--- src/rtl/carbon_simctl_if.sv ---
// Byte-wide register bus between a Carbon CPU-side requester and the simulation-control responder.
interface carbon_simctl_if;
    logic       bus_req;
    logic       bus_we;
    logic [2:0] bus_addr;
    logic [7:0] bus_wdata;
    logic [7:0] bus_rdata;
    logic       bus_ack;

    modport master (
        output bus_req, bus_we, bus_addr, bus_wdata,
        input  bus_rdata, bus_ack
    );

    modport slave (
        input  bus_req, bus_we, bus_addr, bus_wdata,
        output bus_rdata, bus_ack
    );
endinterface

--- src/rtl/carbon_simctl.sv ---
// Simulation-control responder: assembles the test signature, latches a free-running
// cycle counter and raises a sticky poweroff after a two-byte key sequence.
module carbon_simctl #(
    parameter int unsigned WAIT_CYCLES = 1,
    parameter logic [7:0]  PWR_KEY0    = 8'hA5,
    parameter logic [7:0]  PWR_KEY1    = 8'h5A
) (
    input  logic                  clk,
    input  logic                  rst,
    carbon_simctl_if.slave        bus,
    output logic [31:0]           signature,
    output logic                  sig_valid,
    output logic                  poweroff
);

    localparam int unsigned CNT_W = 4;

    typedef enum logic [1:0] {IDLE, WAIT, RESP, HOLD} state_t;

    state_t           state;
    logic [CNT_W-1:0] wait_cnt;
    logic             lat_we;
    logic [2:0]       lat_addr;
    logic [7:0]       lat_wdata;
    logic [1:0]       ptr;
    logic [1:0]       idx;
    logic             armed;
    logic [31:0]      snap;
    logic [31:0]      cycle_cnt;
    logic [7:0]       rd_c;

    // Read value of the latched request, taken from pre-transaction state.
    always_comb begin
        rd_c = 8'h00;
        if (!lat_we) begin
            case (lat_addr)
                3'd0, 3'd1, 3'd2, 3'd3: rd_c = signature[{lat_addr[1:0], 3'b000} +: 8];
                3'd4:                   rd_c = {6'b0, ptr};
                3'd5:                   rd_c = {6'b0, armed, poweroff};
                3'd6:                   rd_c = snap[7:0];
                3'd7:                   rd_c = snap[{idx, 3'b000} +: 8];
                default:                rd_c = 8'h00;
            endcase
        end
    end

    // Transaction FSM. WAIT holds one cycle beyond the wait states so that ack and
    // read data leave registers; RESP is the single ack cycle.
    always_ff @(posedge clk) begin
        if (rst) begin
            state         <= IDLE;
            wait_cnt      <= '0;
            lat_we        <= 1'b0;
            lat_addr      <= 3'd0;
            lat_wdata     <= 8'h00;
            bus.bus_ack   <= 1'b0;
            bus.bus_rdata <= 8'h00;
        end else begin
            case (state)
                IDLE: begin
                    if (bus.bus_req) begin
                        lat_we    <= bus.bus_we;
                        lat_addr  <= bus.bus_addr;
                        lat_wdata <= bus.bus_wdata;
                        wait_cnt  <= CNT_W'(WAIT_CYCLES);
                        state     <= WAIT;
                    end
                end
                WAIT: begin
                    if (wait_cnt == '0) begin
                        bus.bus_ack   <= 1'b1;
                        bus.bus_rdata <= rd_c;
                        state         <= RESP;
                    end else begin
                        wait_cnt <= wait_cnt - CNT_W'(1);
                    end
                end
                RESP: begin
                    bus.bus_ack   <= 1'b0;
                    bus.bus_rdata <= 8'h00;
                    state         <= bus.bus_req ? HOLD : IDLE;
                end
                HOLD: begin
                    if (!bus.bus_req) state <= IDLE;
                end
                default: state <= IDLE;
            endcase
        end
    end

    // Register side effects commit on the edge that closes the ack cycle.
    always_ff @(posedge clk) begin
        if (rst) begin
            signature <= 32'h0;
            sig_valid <= 1'b0;
            poweroff  <= 1'b0;
            ptr       <= 2'd0;
            idx       <= 2'd0;
            armed     <= 1'b0;
            snap      <= 32'h0;
        end else if (state == RESP) begin
            if (lat_addr != 3'd5) armed <= 1'b0;
            if (lat_we) begin
                case (lat_addr)
                    3'd0, 3'd1, 3'd2, 3'd3: begin
                        if (!poweroff) signature[{lat_addr[1:0], 3'b000} +: 8] <= lat_wdata;
                    end
                    3'd4: begin
                        if (!poweroff) begin
                            signature[{ptr, 3'b000} +: 8] <= lat_wdata;
                            ptr <= ptr + 2'd1;
                            if (ptr == 2'd3) sig_valid <= 1'b1;
                        end
                    end
                    3'd5: begin
                        if (lat_wdata == PWR_KEY0) begin
                            armed <= 1'b1;
                        end else if (armed && (lat_wdata == PWR_KEY1)) begin
                            poweroff <= 1'b1;
                            armed    <= 1'b0;
                        end else begin
                            armed <= 1'b0;
                        end
                    end
                    3'd6: begin
                        snap <= cycle_cnt;
                        idx  <= 2'd0;
                    end
                    default: ;
                endcase
            end else if (lat_addr == 3'd7) begin
                idx <= idx + 2'd1;
            end
        end
    end

    // Free-running cycle counter; keeps counting after poweroff.
    always_ff @(posedge clk) begin
        if (rst) cycle_cnt <= 32'h0;
        else     cycle_cnt <= cycle_cnt + 32'd1;
    end

endmodule
--- src/flat_wrapper.sv ---
// flat-port wrapper written by rule: the top's interface ports become plain ports
module carbon_simctl_flat 
#(
    parameter int unsigned WAIT_CYCLES = 1,
    parameter logic [7:0]  PWR_KEY0    = 8'hA5,
    parameter logic [7:0]  PWR_KEY1    = 8'h5A
)
  (clk, rst, signature, sig_valid, poweroff, bus_bus_req, bus_bus_we, bus_bus_addr, bus_bus_wdata, bus_bus_rdata, bus_bus_ack);
  carbon_simctl_if bus_i ();
  input  logic clk;
  input  logic rst;
  output logic [31:0] signature;
  output logic sig_valid;
  output logic poweroff;
  input wire logic [$bits(bus_i.bus_req)-1:0] bus_bus_req;
  input wire logic [$bits(bus_i.bus_we)-1:0] bus_bus_we;
  input wire logic [$bits(bus_i.bus_addr)-1:0] bus_bus_addr;
  input wire logic [$bits(bus_i.bus_wdata)-1:0] bus_bus_wdata;
  output wire logic [$bits(bus_i.bus_rdata)-1:0] bus_bus_rdata;
  output wire logic [$bits(bus_i.bus_ack)-1:0] bus_bus_ack;
  assign bus_i.bus_req = bus_bus_req;
  assign bus_i.bus_we = bus_bus_we;
  assign bus_i.bus_addr = bus_bus_addr;
  assign bus_i.bus_wdata = bus_bus_wdata;
  assign bus_bus_rdata = bus_i.bus_rdata;
  assign bus_bus_ack = bus_i.bus_ack;
  carbon_simctl #(.WAIT_CYCLES(WAIT_CYCLES), .PWR_KEY0(PWR_KEY0), .PWR_KEY1(PWR_KEY1)) u_core (.clk(clk), .rst(rst), .bus(bus_i), .signature(signature), .sig_valid(sig_valid), .poweroff(poweroff));
endmodule
--- config.mk ---
export PLATFORM = sky130hd
export DESIGN_NAME = carbon_simctl_flat
export DESIGN_NICKNAME = d
export VERILOG_FILES = /design/src/rtl/carbon_simctl_if.sv /design/src/rtl/carbon_simctl.sv /design/src/flat_wrapper.sv
export SDC_FILE = /design/constraint.sdc
export NUM_CORES = 1
export LEC_CHECK = 0
export BUFFER_PORTS_ARGS = -buffer_cell sky130_fd_sc_hd__buf_2
export CAP_MARGIN = 25
export CORE_UTILIZATION = 45
export CTS_BUF_LIST = sky130_fd_sc_hd__clkbuf_8
export DETAILED_ROUTE_END_ITERATION = 6
export GPL_ROUTABILITY_DRIVEN = 0
export SLEW_MARGIN = 20
export SYNTH_ARGS = -nofsm -noshare
export SYNTH_HDL_FRONTEND = slang
export SYNTH_SLANG_ARGS = --single-unit
--- constraint.sdc ---
create_clock -name clk -period 3.7 [get_ports clk]
set_clock_uncertainty 0.1 [all_clocks]
set_input_delay 0.555 -clock clk [delete_from_list [all_inputs] [get_ports clk]]
set_output_delay 0.555 -clock clk [all_outputs]
set_load 0.02 [all_outputs]
**Word-level counts from Yosys, hierarchy flattened**

Cells that the tools add are included.

- Flip-flop bits (word level): 130
- Bits in latches: 0
- Bits in writable memories: 0
- Bits in read-only memories: 0
- Input bits: 15
- Word-level logic and storage cells: 95
- Memories kept: 0

- Add/sub/neg operators: 6
- Multipliers: 0
- Div/mod/pow operators: 0
- $lt $le $gt $ge: 0
- Equality and inequality tests: 21
- Shift operators: 6
- Multiplexer cells: 26
- Bitwise operators: 2
- Reduce and logical (&&, ||, !) cells: 19

Operators with widths:

| cell | number |
|---|---|
| 32-bit bitwise mux | 2 |
| 32-bit 2-to-1 mux | 2 |
| 32-bit one-hot mux with 2 select lines | 1 |
| 8-bit by 7-bit variable shift with 32-bit output, first input constant | 2 |
| 32-bit by 6-bit variable part select with 8-bit output | 2 |
| 8-bit by 7-bit variable part select with 32-bit output | 2 |
| 8-bit one-hot mux with 5 select lines | 1 |
| 32-bit by 1-bit adder with 32-bit output, second input constant | 1 |
| 8-bit 2-to-1 mux | 2 |
| 8-bit one-hot mux with 2 select lines | 1 |
| 5-bit AND reduction | 3 |
| 2-bit 2-to-1 mux | 7 |
| 5-bit negator with 7-bit output | 2 |
| 3-bit equality test, second input constant | 4 |
| 2-bit inequality test, second input constant | 6 |
| 3-bit AND reduction | 4 |
| 8-bit by 7-bit equality test with 1-bit output, second input constant | 1 |
| 8-bit equality test, second input constant | 1 |
| 4-bit 2-to-1 mux | 2 |
| 2-bit one-hot mux with 4 select lines | 1 |
| 4-bit one-hot mux with 2 select lines | 1 |
| 2-bit nonzero test | 4 |
| 2-bit equality test, second input constant | 3 |
| 3-bit by 2-bit equality test with 1-bit output, second input constant | 2 |
| 16 further kinds | 23 |

**Longest topological paths before layout**

- Depth after elaboration: 6
- Gate-level depth with buffers: 8

**Least setup slack after synthesis**

Ideal clock, no wire load.

- Kind: reg-to-reg
- Start point: reg u_core.lat_addr[1]
- End point: reg u_core.signature[0]
- Setup time: 136 ps
- Data arrival time: 2,039 ps
- Required time: 3,464 ps
- Setup slack: 1,426 ps
- Stages on the path, launching flop included: 8
- Buffers on the path: 1
- Period minus slack after synthesis: 2,274 ps
- Cell sequence: dfxtp_1 > clkbuf_1 > inv_1 > ha_1 > or3_4 > a21oi_4 > nor3_4 > mux2i_1

- Cells in the longest elaborated chain, start to end: 5
- Elaborated cells on any way between the ends: 16
- Those cells by class: add/sub (1); eq/ne (6); shift (2); mux (3); reduce/logical (4)

Ends and longest elaborated chain:

| element | line | text |
|---|---|---|
| start, declared | carbon_simctl.sv:23 | `logic [2:0] lat_addr;` |
| start signal, assigned | carbon_simctl.sv:63 | `lat_addr <= bus.bus_addr;` |
| 5-bit negator with 7-bit output | carbon_simctl.sv:106 | `if (!poweroff) signature[{lat_addr[1:0], 3'b000} +: 8] <= lat_wdata;` |
| 8-bit by 7-bit variable part select with 32-bit output or 8-bit by 7-bit variable shift with 32-bit output (tied branches) | carbon_simctl.sv:106 |  |
| 32-bit bitwise mux | carbon_simctl.sv:106 |  |
| 32-bit 2-to-1 mux | carbon_simctl.sv:106 |  |
| 32-bit one-hot mux with 2 select lines | carbon_simctl.sv:104 | `case (lat_addr)` |
| end signal, assigned by index | carbon_simctl.sv:106 |  |
| end signal, assigned by index | carbon_simctl.sv:110 | `signature[{ptr, 3'b000} +: 8] <= lat_wdata;` |
| end, declared | carbon_simctl.sv:11 | `output logic [31:0] signature,` |

Parallel ways exist; a longest one is shown, timed or not. The select of a mux whose other input is x is not followed.
A chain may end at the register's enable or synchronous reset.

**Worst setup path after layout**

- Start point: reg u_core.lat_addr[1]
- End point: reg u_core.bus.bus_rdata[1]

- Cells in the longest elaborated chain, start to end: 6
- Elaborated cells on any way between the ends: 14
- Those cells by class: eq/ne (7); shift (1); mux (4); reduce/logical (2)

Ends and longest elaborated chain:

| element | line | text |
|---|---|---|
| parallel branches: the longest is 2 deep, another holds 32-bit by 6-bit variable part select with 8-bit output | -- |  |
| 8-bit one-hot mux with 5 select lines (*) | carbon_simctl.sv:36 | `case (lat_addr)` |
| 8-bit 2-to-1 mux (*) | carbon_simctl.sv:35 | `if (!lat_we) begin` |
| 8-bit 2-to-1 mux (*) | carbon_simctl.sv:70 | `if (wait_cnt == '0) begin` |
| 8-bit one-hot mux with 2 select lines (*) | carbon_simctl.sv:59 | `case (state)` |
| end signal, assigned | carbon_simctl.sv:72 | `bus.bus_rdata <= rd_c;` |
| end, declared | carbon_simctl_if.sv:17 | `output bus_rdata, bus_ack` |

Every way passes the cells marked *. The select of a mux whose other input is x is not followed.

==> metrics <==
final setup vio count=0; Synth Cell Area=6340 sq um; Seq/Total Area, Yosys=41.1%; ys async rst share=0%; Core Box Area=13500 sq um; CP peak stage delay=0.74 ns; Final Hold Fails=0; Max VDD drop=289 uV; TritonCTS clock tree=yes; largest net degree at the start of global routing=79; first-pass GRT wire length=24800 um; NumNets Final=770; Gate power share=7.8%; met3 Resource Use GR=5.19%; Lkg Pwr=0.00254 uW; Setup Buffers After CTS=0; post-CTS sizing=0; GRT Residual Overflow=0; Port Buffers=57; Area Growth Syn to Fin=12.0%; # hold bufs at CTS=0; fillcell total=1266; Startpoint Class=register; Most Crowded Layer GR=met2; GR Util met2=33.3%; Via Count=5108; WP data arrival=2.96 ns; Worst path slowest cell=dfxtp_1; net count after synthesis=733; M1 GR Usage=31.2%; DR DRC count=0; worst skew pair latency=0.45 ns; crit end category=register; final critical-path required period=2.67 ns; Clock Tree Buf Depth=2; total track usage=22.2%; worst min path class=input port to register; kind of critical path=register to register; number of synthesized flops with an enable pin=0; routed wire length=15400 um; RSZ-0062 raised after global routing=false; CP Depth=6; Root Buffer=clkbuf_8; initial antenna violation count=0; placed cells=896; I/O pins=58; delay-heaviest family, CP=compound AO/OA/AOI/OAI gates; synthesized area per cell=9.03 sq um; CTS clk-pin slew, worst paths=0.08 ns; Worst Hold Path Cells=3; CTS Sinks=130; antenna-violating nets left=0; part of the power in registers=49.9%; setup TNS=0 ns; Clk pwr share=42.4%; Inserted Clock Buffers=17; Pwr per Cell Area=411 nW/um^2; Initial Utilization=46.9%; vias in the first global route=4808; worst path required time=3.98 ns; antenna cell count=0; switching portion of total power=25.1%; Fmax=0.374 GHz; total iterations of the first detailed-routing run=4; share of cells above drive strength 1=18.2%; pins over their slew limit=0; drt wl/cell=16.5 um; P_sw=732 uW; crit-path cells=inv_1 -> ha_1 -> or3_4 -> o21ai_1 -> a2bb2oi_1 -> o2bb2ai_1; Slew @ Worst Pin=1.07 ns; Via density=5.50; placed inst area=6690 sq um; fin cells=928; CTS HTree Levels=4; post-route clock period utilization=72.3%; Design Area, Final=7100 sq um; worst path bufs/invs=1; Top FF cell, synth=dfxtp_1; Die Wd=121 um; half-perimeter wire length after placement=10900 um; status=complete, no violations; # rows=42; drt first-iter violations=451; Mapped Cells=702; Synth cell types=50; Die ar.=14600 sq um; CP Max Fanout=14; Slew HR=28.2%; flops & latches, synth=130; R2R depth=6; Max-cap violations=0; Die H=121 um; Warnings, synthesis=0; Cell Int Power=2180 uW
==> layout make-up <==
class / instances / area [sq um] / share of cell area, %
Multi-Input combinational cell: 517 / 3490 / 49.1
Timing Repair Buffer: 62 / 338 / 4.76
Clock buffer: 22 / 303 / 4.27
Sequential cell: 130 / 2600 / 36.7
Inverter: 11 / 41.3 / 0.582
Clock inverter: 10 / 106 / 1.50
Tap cell: 176 / 220 / 3.10
==> kinds of logic (layout without fill, tap and decap cells) <==
family	count (synthesis)	count (layout)	synth area share, %
compound gates	99	99	9.42
xor+xnor	15	15	2.07
fa+ha+maj	16	16	3.16
buf+inv	55	105	4.01
flops	130	130	41.1
mux	68	68	14.2
simple gates	319	319	26.1
==> metrics by stage <==
stage | utilization (%) | total power [uW] | setup WS, ns | hold slack (ns)
2_1_floorplan | - | 1650 | 1.43 | 0.333
5_1_grt | 52.5 | 3020 | 0.899 | 0.235
6_report | 52.5 | 2920 | 1.03 | 0.250
3_3_place_gp | 49.5 | 1700 | 1.23 | 0.344
3_5_place_dp | 49.5 | 1710 | 1.05 | 0.345
4_1_cts | 52.5 | 2940 | 1.03 | 0.234
==> power groups by stage <==
stage | clock network [uW] | registers [uW] | logic, uW
CTS | 1260 | 1450 | 225
floorplan | 0 | 1470 | 176
detailed placement | 0 | 1490 | 224
global route | 1320 | 1460 | 248
global placement | 0 | 1480 | 218
finish | 1240 | 1450 | 226
==> metal layers <==
metal | share of wire, % | wire (um)
met5 | 0 | 0
met4 | 1.6 | 238
met3 | 5.4 | 832
met2 | 45 | 6850
met1 | 48 | 7430
==> worst min-delay path, stage by stage <==
cell and delay, ns:
buf_2 0.10, nand2_1 0.05, a21oi_1 0.05
==> worst paths after layout <==
kind / start / endpoint / slack (ns)
worst max-delay path: u_core.lat_addr[1]$_SDFFE_PP0P_ / u_core.bus.bus_rdata[1]$_SDFFE_PP0P_ / 1.03
worst max register to register: u_core.lat_addr[1]$_SDFFE_PP0P_ / u_core.bus.bus_rdata[1]$_SDFFE_PP0P_ / 1.03
worst min register to register: u_core.snap[16]$_SDFFE_PP0P_ / u_core.snap[16]$_SDFFE_PP0P_ / 0.36
worst min-delay path: bus_bus_wdata[0] / u_core.lat_wdata[0]$_SDFFE_PP0P_ / 0.25
==> cells in the mapped netlist (all sizes together) (4+ instances only) <==
library cell,count,area [sq um]
inv,11,41.3
buf,22,130
dfxtp,130,2600
mux2i,37,370
o2bb2ai,8,70.1
xor2,11,96.3
xnor2,4,35.0
or3,8,55.1
nor2b,23,144
a211oi,7,52.6
nor2,37,139
and4,6,52.6
a21oi,57,297
nand2b,36,225
nand4,7,50.1
nor4,4,40.0
nand2,135,509
mux2,15,169
clkbuf,22,82.6
o21ai,17,85.1
nand3,15,75.1
ha,16,200
nor3,19,140
mux4,16,360
and3,12,75.1
==> state kept, by name, indices dropped and copies added (netlist names) <==
register	flops
u_core.armed	1
u_core.bus.bus_ack	1
u_core.bus.bus_rdata	8
u_core.cycle_cnt	32
u_core.idx	2
u_core.lat_addr	3
u_core.lat_wdata	8
u_core.lat_we	1
u_core.poweroff	1
u_core.ptr	2
u_core.sig_valid	1
u_core.signature	32
u_core.snap	32
u_core.state	2
u_core.wait_cnt	4
==> layout by cell type (no fill, tap or decap), types with 3 or more instances in the layout <==
cell type,synthesis,routed
or3_1,7,7
dfxtp_1,130,130
o2bb2ai_1,8,8
buf_2,17,56
nor2_1,37,37
a21oi_1,56,56
xnor2_1,4,4
inv_1,11,12
clkinv_2,0,4
mux2i_1,37,37
o21ai_0,15,15
nor3_4,4,4
nand4_1,6,6
nor2b_1,23,23
clkbuf_8,0,22
xor2_1,11,11
nand2b_1,36,36
nor3_1,15,15
mux2_2,15,15
and4_1,6,6
mux4_2,16,16
ha_1,16,16
clkinvlp_4,0,3
nand2_1,134,134
a211oi_1,7,7
and3_1,12,12
nor4_1,3,3
nand4b_1,3,3
buf_4,3,5
nand3_1,15,15
Note: power is estimated with default switching activity, not from simulation.
